**config.mk**
```make
export PLATFORM = sky130hd
export DESIGN_NAME = jt10_adpcma_mcdec
export DESIGN_NICKNAME = d
export VERILOG_FILES = /design/src/rtl/jt10_adpcma_mcdec.sv
export SDC_FILE = /design/constraint.sdc
export NUM_CORES = 1
export LEC_CHECK = 0
export CAP_MARGIN = 20
export CORE_MARGIN = 10
export CORE_UTILIZATION = 58
export DETAILED_ROUTE_END_ITERATION = 16
export PLACE_DENSITY = 0.75
export SYNTH_ARGS = -nofsm -noshare
export SYNTH_HDL_FRONTEND = slang
export SYNTH_SLANG_ARGS = --single-unit
```
**constraint.sdc**
```tcl
create_clock -name clk -period 7.45 [get_ports clk]
set_clock_uncertainty 0.2 [all_clocks]
set_input_delay 1.1175 -clock clk [delete_from_list [all_inputs] [get_ports clk]]
set_output_delay 1.1175 -clock clk [all_outputs]
set_load 0.01 [all_outputs]
```
**src/rtl/jt10_adpcma_mcdec.sv**
```systemverilog
// Multi-channel ADPCM-A nibble decoder: per-channel step index and accumulator,
// three-stage cen-gated pipeline with same-channel stall and channel clear.
module jt10_adpcma_mcdec #(
    parameter int CH   = 6,
    parameter int ACCW = 12,
    parameter int SAT  = 0,
    localparam int CW  = (CH > 1) ? $clog2(CH) : 1
) (
    input  logic                   clk,
    input  logic                   rst,
    input  logic                   cen,
    input  logic                   in_valid,
    input  logic [CW-1:0]          in_ch,
    input  logic [3:0]             in_nib,
    output logic                   in_ready,
    input  logic                   clr,
    input  logic [CW-1:0]          clr_ch,
    output logic                   out_valid,
    output logic [CW-1:0]          out_ch,
    output logic signed [ACCW-1:0] out_pcm
);
    localparam int NSLOT = 1 << CW;
    localparam logic [CW:0] CH_LIM = (CW+1)'(CH);

    function automatic logic [10:0] step_lut(input logic [5:0] idx);
        case (idx)
            6'd0:  return 11'd16;   6'd1:  return 11'd17;   6'd2:  return 11'd19;
            6'd3:  return 11'd21;   6'd4:  return 11'd23;   6'd5:  return 11'd25;
            6'd6:  return 11'd28;   6'd7:  return 11'd31;   6'd8:  return 11'd34;
            6'd9:  return 11'd37;   6'd10: return 11'd41;   6'd11: return 11'd45;
            6'd12: return 11'd50;   6'd13: return 11'd55;   6'd14: return 11'd60;
            6'd15: return 11'd66;   6'd16: return 11'd73;   6'd17: return 11'd80;
            6'd18: return 11'd88;   6'd19: return 11'd97;   6'd20: return 11'd107;
            6'd21: return 11'd118;  6'd22: return 11'd130;  6'd23: return 11'd143;
            6'd24: return 11'd157;  6'd25: return 11'd173;  6'd26: return 11'd190;
            6'd27: return 11'd209;  6'd28: return 11'd230;  6'd29: return 11'd253;
            6'd30: return 11'd279;  6'd31: return 11'd307;  6'd32: return 11'd337;
            6'd33: return 11'd371;  6'd34: return 11'd408;  6'd35: return 11'd449;
            6'd36: return 11'd494;  6'd37: return 11'd544;  6'd38: return 11'd598;
            6'd39: return 11'd658;  6'd40: return 11'd724;  6'd41: return 11'd796;
            6'd42: return 11'd876;  6'd43: return 11'd963;  6'd44: return 11'd1060;
            6'd45: return 11'd1166; 6'd46: return 11'd1282; 6'd47: return 11'd1411;
            default: return 11'd1552;
        endcase
    endfunction

    // (2*mag+1)*step/8 replaces the classic per-delta table; capped to 11 bits
    function automatic logic [10:0] calc_inc(input logic [2:0] mag, input logic [10:0] step);
        logic [14:0] prod;
        prod = 15'({mag, 1'b1}) * 15'(step);
        if (prod[14:3] > 12'd2047) return 11'd2047;
        return prod[13:3];
    endfunction

    function automatic logic [5:0] calc_nidx(input logic [5:0] idx, input logic [2:0] mag);
        logic signed [7:0] adj;
        logic signed [7:0] t;
        case (mag)
            3'd4:    adj = 8'sd2;
            3'd5:    adj = 8'sd5;
            3'd6:    adj = 8'sd7;
            3'd7:    adj = 8'sd9;
            default: adj = -8'sd1;
        endcase
        t = $signed({2'b00, idx}) + adj;
        if (t < 0) return 6'd0;
        if (t > 48) return 6'd48;
        return t[5:0];
    endfunction

    function automatic logic signed [ACCW-1:0] sat_acc(input logic signed [ACCW:0] v);
        if (SAT != 0 && v[ACCW] != v[ACCW-1])
            return v[ACCW] ? {1'b1, {(ACCW-1){1'b0}}} : {1'b0, {(ACCW-1){1'b1}}};
        return v[ACCW-1:0];
    endfunction

    logic [5:0]             idx_mem [NSLOT];
    logic signed [ACCW-1:0] acc_mem [NSLOT];

    logic                   vld_p0, vld_p1, vld_p2;
    logic [CW-1:0]          ch_p0, ch_p1, ch_p2;
    logic                   sgn_p0, sgn_p1, sgn_p2;
    logic [2:0]             mag_p0, mag_p1;
    logic [5:0]             idx_p0, idx_p1, nidx_p2;
    logic signed [ACCW-1:0] acc_p0, acc_p1, acc_p2;
    logic [10:0]            step_p1, inc_p2;
    logic signed [ACCW:0]   sum_p2;
    logic signed [ACCW-1:0] nacc_p2;

    logic in_ch_ok, clr_hit, take, kill_p0, kill_p1, kill_p2;

    assign in_ch_ok = ({1'b0, in_ch} < CH_LIM);
    assign clr_hit  = clr && ({1'b0, clr_ch} < CH_LIM);
    assign kill_p0  = clr_hit && (ch_p0 == clr_ch);
    assign kill_p1  = clr_hit && (ch_p1 == clr_ch);
    assign kill_p2  = clr_hit && (ch_p2 == clr_ch);

    // no forwarding: a channel waits until its previous sample has written back
    assign in_ready = !clr
                    && !(vld_p0 && ch_p0 == in_ch)
                    && !(vld_p1 && ch_p1 == in_ch)
                    && !(vld_p2 && ch_p2 == in_ch);
    assign take = in_valid && in_ready && in_ch_ok;

    always_comb begin
        sum_p2 = '0;
        if (sgn_p2)
            sum_p2 = $signed({acc_p2[ACCW-1], acc_p2}) - $signed((ACCW+1)'(inc_p2));
        else
            sum_p2 = $signed({acc_p2[ACCW-1], acc_p2}) + $signed((ACCW+1)'(inc_p2));
        nacc_p2 = sat_acc(sum_p2);
    end

    always_ff @(posedge clk or posedge rst) begin
        if (rst) begin
            vld_p0    <= 1'b0;
            vld_p1    <= 1'b0;
            vld_p2    <= 1'b0;
            out_valid <= 1'b0;
            out_ch    <= '0;
            out_pcm   <= '0;
            for (int i = 0; i < NSLOT; i++) begin
                idx_mem[i] <= '0;
                acc_mem[i] <= '0;
            end
        end else if (cen) begin
            vld_p0    <= take;
            vld_p1    <= vld_p0 && !kill_p0;
            vld_p2    <= vld_p1 && !kill_p1;
            out_valid <= vld_p2 && !kill_p2;
            if (vld_p2 && !kill_p2) begin
                idx_mem[ch_p2] <= nidx_p2;
                acc_mem[ch_p2] <= nacc_p2;
                out_ch         <= ch_p2;
                out_pcm        <= nacc_p2;
            end
            if (clr_hit) begin
                idx_mem[clr_ch] <= '0;
                acc_mem[clr_ch] <= '0;
            end
        end
    end

    always_ff @(posedge clk) begin
        if (cen) begin
            // stage 1: capture nibble and channel state
            ch_p0   <= in_ch;
            sgn_p0  <= in_nib[3];
            mag_p0  <= in_nib[2:0];
            idx_p0  <= idx_mem[in_ch];
            acc_p0  <= acc_mem[in_ch];
            // stage 2: step lookup
            ch_p1   <= ch_p0;
            sgn_p1  <= sgn_p0;
            mag_p1  <= mag_p0;
            idx_p1  <= idx_p0;
            acc_p1  <= acc_p0;
            step_p1 <= step_lut(idx_p0);
            // stage 3: increment and next index, accumulate in writeback
            ch_p2   <= ch_p1;
            sgn_p2  <= sgn_p1;
            acc_p2  <= acc_p1;
            inc_p2  <= calc_inc(mag_p1, step_p1);
            nidx_p2 <= calc_nidx(idx_p1, mag_p1);
        end
    end
endmodule

```
==> results_tabular.tex <==
\begin{tabular}{lr}
\hline
Metric & Value \\
\hline
\multicolumn{2}{l}{\textbf{Cells and area}} \\
\quad Layout net count & around 1,200 \\
\quad Area taken by flip-flops and latches & about 6900 um2 \\
\quad Relative area change from synthesis to final layout & 10.4\% \\
\quad Final antenna diode count & 0 \\
\quad Ratio of cells with drive above 1 in the final layout & between 10 and 15\% \\
\quad Number of filler cells placed in the layout & about 1,600 \\
\quad Final non-filler cell area & 14,700 um2 \\
\quad Total area of multi-input combinational cells & approximately 6000 um2 \\
\multicolumn{2}{l}{\textbf{Logic synthesis}} \\
\quad Biggest area consumer among synthesized cells & sky130\_fd\_sc\_hd\_\_dfrtp\_1 \\
\quad Top-area cell type share of the netlist area & 30.6\% \\
\quad Top cells by instance count after synthesis & sky130\_fd\_sc\_hd\_\_dfrtp\_1 (163), sky130\_fd\_sc\_hd\_\_nand2\_1 (99), sky130\_fd\_sc\_hd\_\_edfxtp\_1 (94), sky130\_fd\_sc\_hd\_\_a22o\_1 (87), sky130\_fd\_sc\_hd\_\_o21ai\_0 (70) \\
\quad Xor/xnor cell area share of the yosys netlist & between 3 and 4\% \\
\quad Simple-gate area share of the yosys netlist & a little under a tenth \\
\quad Mux cell area share after synthesis & 10.9\% \\
\quad Compound-gate portion of the synthesized area & $\sim$14\% \\
\quad Library cell with the highest instance count after synthesis & sky130\_fd\_sc\_hd\_\_dfrtp\_1 \\
\quad Count of flip-flops with a built-in enable after synthesis & 94 \\
\quad Ys flop type & sky130\_fd\_sc\_hd\_\_dfrtp\_1 \\
\quad Cells after Synth & 1,092 \\
\quad Post-Syn Area per Cell & roughly 12 um2 \\
\quad Synthesis warning total & 0 \\
\quad Share of the yosys chip area belonging to registers & about half \\
\quad Async SR Flop Fraction & between 60\% and 70\% \\
\quad Flop and latch count out of synthesis & about 260 \\
\quad Synth top area cells & sky130\_fd\_sc\_hd\_\_dfrtp\_1 (31\%), sky130\_fd\_sc\_hd\_\_edfxtp\_1 (21\%), sky130\_fd\_sc\_hd\_\_mux4\_2 (6.3\%) \\
\quad Synth Area in Adders & between 6 and 7\% \\
\quad Largest family of logic cells by synthesized area & compound AO/OA/AOI/OAI gates \\
\quad Net count after synthesis & 1,168 \\
\quad Distinct cell type count of the synthesized netlist & roughly 80 \\
\quad Synth Cell Area & about 13,000 um2 \\
\multicolumn{2}{l}{\textbf{Route}} \\
\quad Number of routed nets with antenna violations & 0 \\
\quad Via count & $\sim$9,000 \\
\quad Met3 WL post-DR & around 1800 um \\
\quad Post-route DRC & 0 \\
\quad Average wire length per cell after detail routing & approximately 21 um \\
\quad Routed wire length on met2 & around 14,000 um \\
\quad DR vias/cell & roughly 6.2 \\
\quad Initial DRC count & 831 \\
\quad Final WL & just under 30,000 um \\
\quad Routed met1 length & between 10,000 and 15,000 um \\
\quad First-pass detailed-route iteration total & 5 \\
\quad Highest routing layer actually used & met4 \\
\multicolumn{2}{l}{\textbf{Run status}} \\
\quad Outcome & complete, no violations \\
\multicolumn{2}{l}{\textbf{Setup path}} \\
\quad Data arrival at the endpoint of the critical path & roughly 4.6 ns \\
\quad Largest stage delay, worst path & roughly 0.6 ns \\
\quad Maximum fanout along the worst path & 15 \\
\quad Cell-by-cell listing of the critical path & and2\_1 > fa\_1 > inv\_1 > fa\_1 > inv\_1 > ha\_1 > a211oi\_1 > o21bai\_1 > o21a\_1 > a211o\_1 > xnor2\_1 > o41ai\_1 \\
\quad Type of element launching the critical path & flip-flop \\
\quad Data required time of the worst path & approximately 7.5 ns \\
\quad Setup slack of the worst register-to-register path & about 2.9 ns \\
\quad Reg-to-reg critical path endpoint & inc\_p2[10] \\
\quad Register-to-Register Path Depth & 12 \\
\quad Master of the slowest instance on the critical path & sky130\_fd\_sc\_hd\_\_xnor2\_1 \\
\quad Critical Path End Type & flip-flop \\
\quad Kind of critical path & flip-flop to flip-flop \\
\quad Launching point of the worst reg2reg path & mag\_p1[0] \\
\multicolumn{2}{l}{\textbf{CTS}} \\
\quad Number of H-tree branching levels & 1 \\
\quad Clock-pin transition on the worst setup and hold timing paths & roughly 0.06 ns \\
\quad Number of clock sinks & $\sim$260 \\
\quad Number of buffers inserted to repair setup after CTS & 0 \\
\quad Cell chosen for the clock root & sky130\_fd\_sc\_hd\_\_clkbuf\_16 \\
\quad Max clock buf depth & 3 \\
\quad Number of clock buffers inserted by TritonCTS & 27 \\
\quad Cells resized by post-CTS repair & 0 \\
\quad CTS tree & done \\
\quad Clock latency on the worst-skew pair & approximately 0.54 ns \\
\quad Cts-stage hold buffer count & 0 \\
\multicolumn{2}{l}{\textbf{Hold path}} \\
\quad Hold-critical path depth & 0 \\
\quad Min-Delay Endpoint & mag\_p1[1] \\
\quad Worst hold-check path type & flip-flop to flip-flop \\
\quad HP Start & mag\_p0[1] \\
\multicolumn{2}{l}{\textbf{Timing}} \\
\quad Count of final hold-check violations & 0 \\
\quad Clock period minus final worst setup slack & roughly 4.6 ns \\
\quad Number of pins exceeding their max-slew limit in the final report & 0 \\
\quad Total Negative Setup Slacks & 0 ns \\
\quad Tcrit/Tclk final & 61.1\% \\
\quad Worst Tran Pin Value & around 1.1 ns \\
\quad Setup repair after global routing missed its margin & false \\
\quad Max Fclk & around 0.22 GHz \\
\quad Max transition margin & about 29\% \\
\quad Final-report setup violation count & 0 \\
\multicolumn{2}{l}{\textbf{GRT}} \\
\quad Overflow after GRT & 0 \\
\quad Via count of the first global-routing pass & between 9,000 and 10,000 \\
\quad Initial antenna violation count & 0 \\
\quad Global routing usage summed across all routing layers & a little over a fifth \\
\quad Pin count of the biggest net entering global routing & 89 \\
\quad Wire length of the first global-routing pass & between 40,000 and 50,000 um \\
\multicolumn{2}{l}{\textbf{Pwr}} \\
\quad Peak VDD IR & 0.226 mV \\
\quad Power density relative to cell area & about 330 nW/um2 \\
\quad Leakage power summed over all cells & $\sim$6.4 nW \\
\multicolumn{2}{l}{\textbf{Placement}} \\
\quad Global placement routability congestion & 0.904 \\
\quad IO buf count & 31 \\
\quad Detailed placement HPWL & 19,200 um \\
\quad Instance area after placement & around 14,000 um2 \\
\multicolumn{2}{l}{\textbf{Die}} \\
\quad Area of the die & a little under 30,000 um2 \\
\quad Row Count & 55 \\
\quad Die Y & about 170 um \\
\quad Initial Utilization & 58.9\% \\
\quad Count of pins on the block boundary & 32 \\
\quad Chip width & $\sim$170 um \\
\quad Floorplan core area & 22,600 um2 \\
\multicolumn{2}{l}{\textbf{Run}} \\
\quad Max-cap violations & 0 \\
\hline
\end{tabular}
[power by group]
group          leakage, nW  internal [mW]  switching (mW)
clock                0.434          0.751           0.552
combinational         2.81          0.638           0.853
sequential            3.14           1.81           0.211
[placed cells by master, fill, tap and decap left out, types with 25 or more instances in the layout]
master | synthesis | layout
sky130_fd_sc_hd__nor2_1 | 49 | 49
sky130_fd_sc_hd__mux2_2 | 27 | 27
sky130_fd_sc_hd__edfxtp_1 | 94 | 94
sky130_fd_sc_hd__nand2_1 | 99 | 99
sky130_fd_sc_hd__o21ai_0 | 70 | 70
sky130_fd_sc_hd__mux4_2 | 37 | 37
sky130_fd_sc_hd__a22o_1 | 87 | 87
sky130_fd_sc_hd__ha_1 | 41 | 41
sky130_fd_sc_hd__clkdlybuf4s50_1 | 0 | 28
sky130_fd_sc_hd__a21oi_1 | 30 | 30
sky130_fd_sc_hd__inv_1 | 52 | 51
sky130_fd_sc_hd__and2_1 | 25 | 25
sky130_fd_sc_hd__xnor2_1 | 26 | 26
sky130_fd_sc_hd__clkbuf_16 | 0 | 29
sky130_fd_sc_hd__dfrtp_1 | 163 | 163
[cell type report]
type | instances | area share [%]
clock buffer | 39 | 5.46
clock inverter | 11 | 0.434
inverter | 54 | 1.41
multi-input combinational | 719 | 40.5
sequential | 257 | 46.9
tap | 285 | 2.42
timing repair buffer | 46 | 2.81
[cells by family after synthesis]
group	count (synthesis)
buffers and inverters	116
multiplexers	92
AO/OA/AOI/OAI	264
flip-flops	257
XOR/XNOR	49
AND/OR/NAND/NOR	253
adder cells (fa/ha/maj)	61
[worst max-delay path by stage]
stage | start | end | slack [ns] | cells after the start
after global routing | mag_p1[0] | inc_p2[3] | 2.55 | 12
after detailed placement | mag_p1[0] | inc_p2[3] | 2.88 | 12
after CTS | mag_p1[0] | inc_p2[3] | 2.88 | 12
after global placement | in_ch[2] | in_ready | 2.99 | 6
final | mag_p1[0] | inc_p2[10] | 2.90 | 12
after floorplan | rst | acc_mem[0] | 1.73 | 1
[flip-flops by register name, summed over array words and instances, names as in the netlist, 6 cells and up]
signal / cells
acc_p0: 12
inc_p2: 11
nidx_p2: 6
step_p1: 11
acc_mem: 96
idx_mem: 48
acc_p1: 12
idx_p1: 6
idx_p0: 6
out_pcm: 12
acc_p2: 12
[through the flow]
step / util [%] / power, mW / hold slack, ns / setup slack, ns / instances
finish: 65.0 / 4.82 / 0.213 / 2.90 / 1411
global route: 65.0 / 5.09 / 0.222 / 2.55 / 1411
CTS: 64.9 / 4.83 / 0.214 / 2.88 / 1410
detailed placement: 61.1 / 3.52 / 0.205 / 2.88 / 1360
global placement: 61.1 / 3.46 / 0.201 / 2.99 / 1360
floorplan: - / 3.02 / 0.200 / 1.73 / 1092
[worst max-delay path: cells and delay by family, from the launching register on]
kind | cells | cell delay, ns
AOI/OAI and AO/OA | 5 | 1.20
xor gates and xnor gates | 1 | 0.60
adders and majority gates | 3 | 1.36
buffers and inverters | 2 | 0.09
DFF | 1 | 0.56
and+or+nand+nor | 1 | 0.26
[routing by layer]
metal,GRT usage [%],vias to the layer above
met5,0,-
met2,33.5,267
met1,28.3,4406
met4,6.28,0
li1,-,4044
met3,4.08,50
Note: power is estimated with default switching activity, not from simulation.
